--- src/rtl/response_misr_checker_pkg.sv ---
// Shared definitions for the response MISR checker: FSM encoding, default
// polynomial/seed and the signature next-state function.
package response_misr_checker_pkg;

    localparam logic [1:0] ST_IDLE  = 2'd0;
    localparam logic [1:0] ST_RUN   = 2'd1;
    localparam logic [1:0] ST_CHECK = 2'd2;
    localparam logic [1:0] ST_DONE  = 2'd3;

    localparam logic [15:0] DEF_POLY = 16'h1021;
    localparam logic [15:0] DEF_SEED = 16'hFFFF;

    // Widest signature the shared step function supports.
    localparam int MAX_W = 64;

    // One MISR step for a signature of sig_w bits (sig_w < MAX_W): shift left,
    // fold the outgoing MSB back through poly, then xor in the data word.
    function automatic logic [MAX_W-1:0] misr_step(
        input logic [MAX_W-1:0] sig,
        input logic [MAX_W-1:0] poly,
        input logic [MAX_W-1:0] din,
        input int               sig_w
    );
        logic [MAX_W-1:0] mask;
        logic [MAX_W-1:0] msb_vec;
        logic [MAX_W-1:0] shifted;
        mask    = (64'd1 << sig_w) - 64'd1;
        msb_vec = sig >> (sig_w - 1);
        shifted = (sig << 1) & mask;
        return (shifted ^ (msb_vec[0] ? poly : '0) ^ din) & mask;
    endfunction

endpackage

--- src/rtl/response_misr_checker_misr_reg.sv ---
// Signature register: async reset to SEED, synchronous re-seed on load,
// one MISR step per shift.
module misr_reg
    import response_misr_checker_pkg::*;
#(
    parameter int               SIG_W = 16,
    parameter int               W     = 3,
    parameter logic [SIG_W-1:0] POLY  = SIG_W'(DEF_POLY),
    parameter logic [SIG_W-1:0] SEED  = SIG_W'(DEF_SEED)
) (
    input  logic             clock,
    input  logic             reset,
    input  logic             load,
    input  logic             shift,
    input  logic [W-1:0]     din,
    output logic [SIG_W-1:0] sig
);

    logic [SIG_W-1:0] r_sig;
    logic [MAX_W-1:0] w_full;
    logic [SIG_W-1:0] w_next;
    logic             w_unused_hi;

    assign w_full      = misr_step(MAX_W'(r_sig), MAX_W'(POLY), MAX_W'(din), SIG_W);
    assign w_next      = w_full[SIG_W-1:0];
    // Bits above SIG_W are masked to zero by the step function.
    assign w_unused_hi = ^w_full[MAX_W-1:SIG_W];

    always_ff @(posedge clock or posedge reset) begin
        if (reset) begin
            r_sig <= SEED;
        end else if (load) begin
            r_sig <= SEED;
        end else if (shift) begin
            r_sig <= w_next;
        end
    end

    assign sig = r_sig;

endmodule

--- config.mk ---
export PLATFORM = sky130hd
export DESIGN_NAME = misr_reg
export DESIGN_NICKNAME = d
export VERILOG_FILES = /design/src/rtl/response_misr_checker_pkg.sv /design/src/rtl/response_misr_checker_misr_reg.sv
export SDC_FILE = /design/constraint.sdc
export NUM_CORES = 1
export LEC_CHECK = 0
export ABC_AREA = 1
export CAP_MARGIN = 20
export CORE_MARGIN = 3
export CORE_UTILIZATION = 45
export CTS_BUF_LIST = sky130_fd_sc_hd__clkbuf_16
export DETAILED_ROUTE_END_ITERATION = 10
export PLACE_DENSITY = 0.77
export SLEW_MARGIN = 0
export SYNTH_ARGS = -nofsm -noshare
export SYNTH_HDL_FRONTEND = slang
export SYNTH_SLANG_ARGS = --single-unit
--- constraint.sdc ---
create_clock -name clock -period 1.1 [get_ports clock]
set_input_delay 0.22 -clock clock [delete_from_list [all_inputs] [get_ports clock]]
set_output_delay 0.22 -clock clock [all_outputs]
set_load 0.005 [all_outputs]
Yosys cells after proc, flatten, opt, wreduce, memory -nomap -nowiden
Cells that the tools add are included.
- flip-flop bits (word level): 16
- logic and storage cells: 7
- input port bits: 7
- output and inout port bits: 16
- bitwise logic cells: 2
- reductions and logical operators: 1
- mux-type cells: 3
- operators with widths (operator ; count):
    16-bit two-way mux ; 2
    16-bit by 13-bit XOR with 16-bit output ; 1
    16-bit by 3-bit XOR with 16-bit output ; 1
    13-bit two-way mux ; 1
    2-bit nonzero test ; 1

Depth between registers and ports, before layout
- word-level depth: 5
- gate-level depth with buffers: 5
- depth with buffers taken out: 5

Worst setup path after synthesis
No wires, ideal clock.
- kind: flip-flop to flip-flop
- from: register r_sig[15] (netlist: sig[15])
- to: register r_sig[5] (netlist: sig[5])
- data arrival time: 0.771 ns
- buffers on the path: 0
- setup time: 0.077 ns
- cell stages (with the launch flop): 6
- path slack: 0.253 ns
- period minus slack after synthesis: 0.847 ns
- required time: 1.023 ns
- cells stage by stage: dfstp_2 > inv_2 > nand2_1 > nand2_1 > nand2_1 > nand2_1
- word-level cells in the longest chain between the ends: 5
- ends and longest elaborated chain (element ; line ; text):
    start, declared ; response_misr_checker_misr_reg.sv:19 ; logic [SIG_W-1:0] r_sig;
    start signal, assigned ; response_misr_checker_misr_reg.sv:35 ; r_sig <= w_next;
    13-bit two-way mux ; response_misr_checker_pkg.sv:30 ; return (shifted ^ (msb_vec[0] ? poly : '0) ^ din) & mask;
    16-bit by 13-bit XOR with 16-bit output ; response_misr_checker_pkg.sv:30 ;
    16-bit by 3-bit XOR with 16-bit output ; response_misr_checker_pkg.sv:30 ;
    16-bit two-way mux ; response_misr_checker_misr_reg.sv:34 ; end else if (shift) begin
    16-bit two-way mux ; response_misr_checker_misr_reg.sv:32 ; end else if (load) begin
Every way passes these cells. The select of a mux whose other input is x is not followed.
A chain may end at the register's enable or synchronous reset.

Worst setup path after layout
- from: register r_sig[14] (netlist: sig[14])
- to: output sig[14]
- RTL lines (element ; line ; text):
    end, declared ; response_misr_checker_misr_reg.sv:16 ; output logic [SIG_W-1:0] sig
No word-level cell between the ends.

==> results.json <==
{
  "status": "complete, no violations",
  "multi_input_area_sq_um": 286.5,
  "power.density_nw_per_um2": 1350,
  "cts_tree": "built",
  "fmax_ghz": 0.9111,
  "crit_type": "reg2out",
  "grt_pass1_wl_um": 3042,
  "core-area_sq_um": 1559,
  "total_switching_power_mw": 0.3790,
  "clockRootBuffer": "clkbuf_16",
  "ys_ff_latch": 16,
  "ff_latch_area_sq_um": 420.4,
  "area_delta_synth_final_pct": 59.52,
  "final_util_pct": 79.37,
  "vdd_drop_max_mv": 1.267,
  "setup_ws_ns": 0.002432,
  "slowest_stage": "dfstp_2",
  "grt_antenna_before_repair": 0,
  "antenna_left": 0,
  "wirelength_um": 1843,
  "finalCritPeriodShare_pct": 99.78,
  "hold_viol_final": 0,
  "die_area_sq_um": 2258,
  "rsz0062_at_grt": "yes",
  "rows": 14,
  "critPathLaunchType": "register",
  "dr.pass1.iters": 4,
  "p_comb_share_pct": 17.9,
  "synth.avg_cell_area_sq_um": 8.619,
  "seq_power_share_pct": 40.0,
  "synth_fp_nets": 97,
  "cp_max_fo": 2,
  "grt.total_usage_pct": 20.06,
  "p_clk_share_pct": 42.1,
  "wl_per_cell_um": 11.97,
  "skew_ns": 0.0006008,
  "tightest_slew_ns": 0.1555,
  "cap_violations": 0,
  "netSwitchingFraction_pct": 22.69,
  "ios": 23,
  "cts_buffers": 3,
  "internal_power_mw": 1.292,
  "synth-warning-count": 0,
  "hold_buffers": 0,
  "yosys.area.top_type_share_pct": 54.19,
  "path_cells": "buf_6",
  "slew-limit-headroom_pct": 89.56,
  "n_antenna_cell": 0,
  "final.setup.tns_ns": 0,
  "worstPathRequired_ns": 0.88,
  "final_common_cell": "nand2_1",
  "vias": 751,
  "dpl.cell_count": 148,
  "crit_arrival_ns": 0.88,
  "fill_cells": 113,
  "setup_viol": 0,
  "holdCritPathClass": "in2async",
  "syn_area_sq_um": 775.7,
  "synth_area_leader_cell": "dfstp_2",
  "fin_nets": 146,
  "yosys-top-cells-area": "dfstp_2 (54%), nand2_1 (14%), a21oi_2 (5.6%)",
  "start_util_pct": 49.76,
  "largest_reg_flops": 16,
  "synthCells": 90,
  "die_h_um": 47.52,
  "setup.worst_path.end_class": "primary output",
  "grt_max_degree": 17,
  "clkTransAtPathRegs_ns": 0.05,
  "path_buf_inv": 1,
  "drc_errors": 0,
  "die_x_um": 47.52,
  "yosysUniqueCellTypes": 14,
  "crit_family": "flip-flops",
  "gp_congestion": 0.7448,
  "cellLeakagePower_nw": 0.6053,
  "cts.sinks": 16,
  "clock_latency_ns": 0.24,
  "dp_hpwl_um": 1232,
  "post-route-min-period_ns": 1.098,
  "drt-initial-drc-count": 12,
  "clockBufferDepth": 2,
  "fin_cells": 154,
  "most-common-layout-cells": "nand2_1 (29), buf_4 (24), dfstp_2 (16), nor2_1 (10)",
  "drive_gt1_share_pct": 51.45,
  "via_per_inst": 4.877,
  "io_buffers": 22,
  "slowest_delay_ns": 0.54,
  "slew_violations": 0,
  "dp_slack_ns": -0.1480,
  "yosysSeqAreaShare_pct": 54.19,
  "grt_pass1_vias": 708,
  "htreeDepth": 1,
  "grt_overflow": 0
}
## cells by family after synthesis
group	after synthesis	share of synthesized area, %
and+or+nand+nor	49	27.42
DFF	16	54.19
buffers and inverters	14	8.870
AOI/OAI and AO/OA	11	9.515
## synthesized netlist by cell type
| library cell | instances |
|---|---|
| nand2_4 | 1 |
| nor3_2 | 2 |
| dfstp_2 | 16 |
| inv_2 | 3 |
| nor2_1 | 10 |
| nand2_1 | 29 |
| buf_2 | 1 |
| a21oi_1 | 3 |
| a21oi_2 | 5 |
| nor3_1 | 3 |
| inv_1 | 8 |
| buf_6 | 2 |
| nand3_1 | 4 |
| o21ai_1 | 3 |
## worst register-to-register path, cell delays in order (launching register included)
cell     delay (ns)
dfstp_2        0.52
buf_4          0.12
inv_2          0.05
nand2_1        0.05
nand2_1        0.07
nand2_1        0.08
nand2_1        0.05
## through the flow
stage | power (mW) | hold WS, ns | cell area, sq um
final | 1.671 | 0.4648 | 1237
after global routing | 1.751 | 0.4773 | 1237
after CTS | 1.665 | 0.4715 | 1200
after detailed placement | 0.9718 | 0.5017 | 1174
after global placement | 0.9647 | 0.5008 | 1174
after floorplan | 0.7959 | 0.3599 | 775.7
## final timing paths
kind	from	end	slack, ns	depth (start not counted)
worst max-delay path	sig[14]	sig[14]	0.002	1
worst min-delay path	reset	sig[1]	0.46	3
worst max register to register	sig[15]	sig[5]	0.09	6
worst min register to register	sig[6]	sig[6]	0.61	3
max in group asynchronous	reset	sig[0]	0.61	3
min in group clock	din[2]	sig[2]	0.61	5
## cell type report
| cell class | count | share of cell area, % |
|---|---|---|
| repair buffers | 47 | 31.55 |
| clock buffers | 3 | 6.067 |
| clock inverters | 1 | 0.3033 |
| flip-flops and latches | 16 | 33.97 |
| multi-input cells | 60 | 23.15 |
| inverters | 11 | 3.337 |
| well taps | 16 | 1.618 |
## per-layer routing
layer | part of all wire, % | wire (um) | track usage [%] | vias to the layer above
met2 | 47 | 869 | 31.02 | 21
met5 | 0 | 0 | 0 | -
met1 | 44 | 802 | 24.00 | 345
li1 | - | - | - | 376
met4 | 4.4 | 81 | 15.47 | 0
met3 | 4.8 | 89 | 4.511 | 9
## power by group through the flow
stage	Clock, mW	Sequential [mW]	Combinational, mW
5_1_grt	0.750	0.672	0.328
3_5_place_dp	0	0.674	0.298
2_1_floorplan	0	0.688	0.107
4_1_cts	0.714	0.665	0.286
6_report	0.703	0.668	0.300
3_3_place_gp	0	0.671	0.293
## timing repair
item	in CTS	in global routing
buffers inserted	2	0
resized for setup	66	6
endpoints found under the setup margin	16	16
Power figures use the tool's default switching activity.
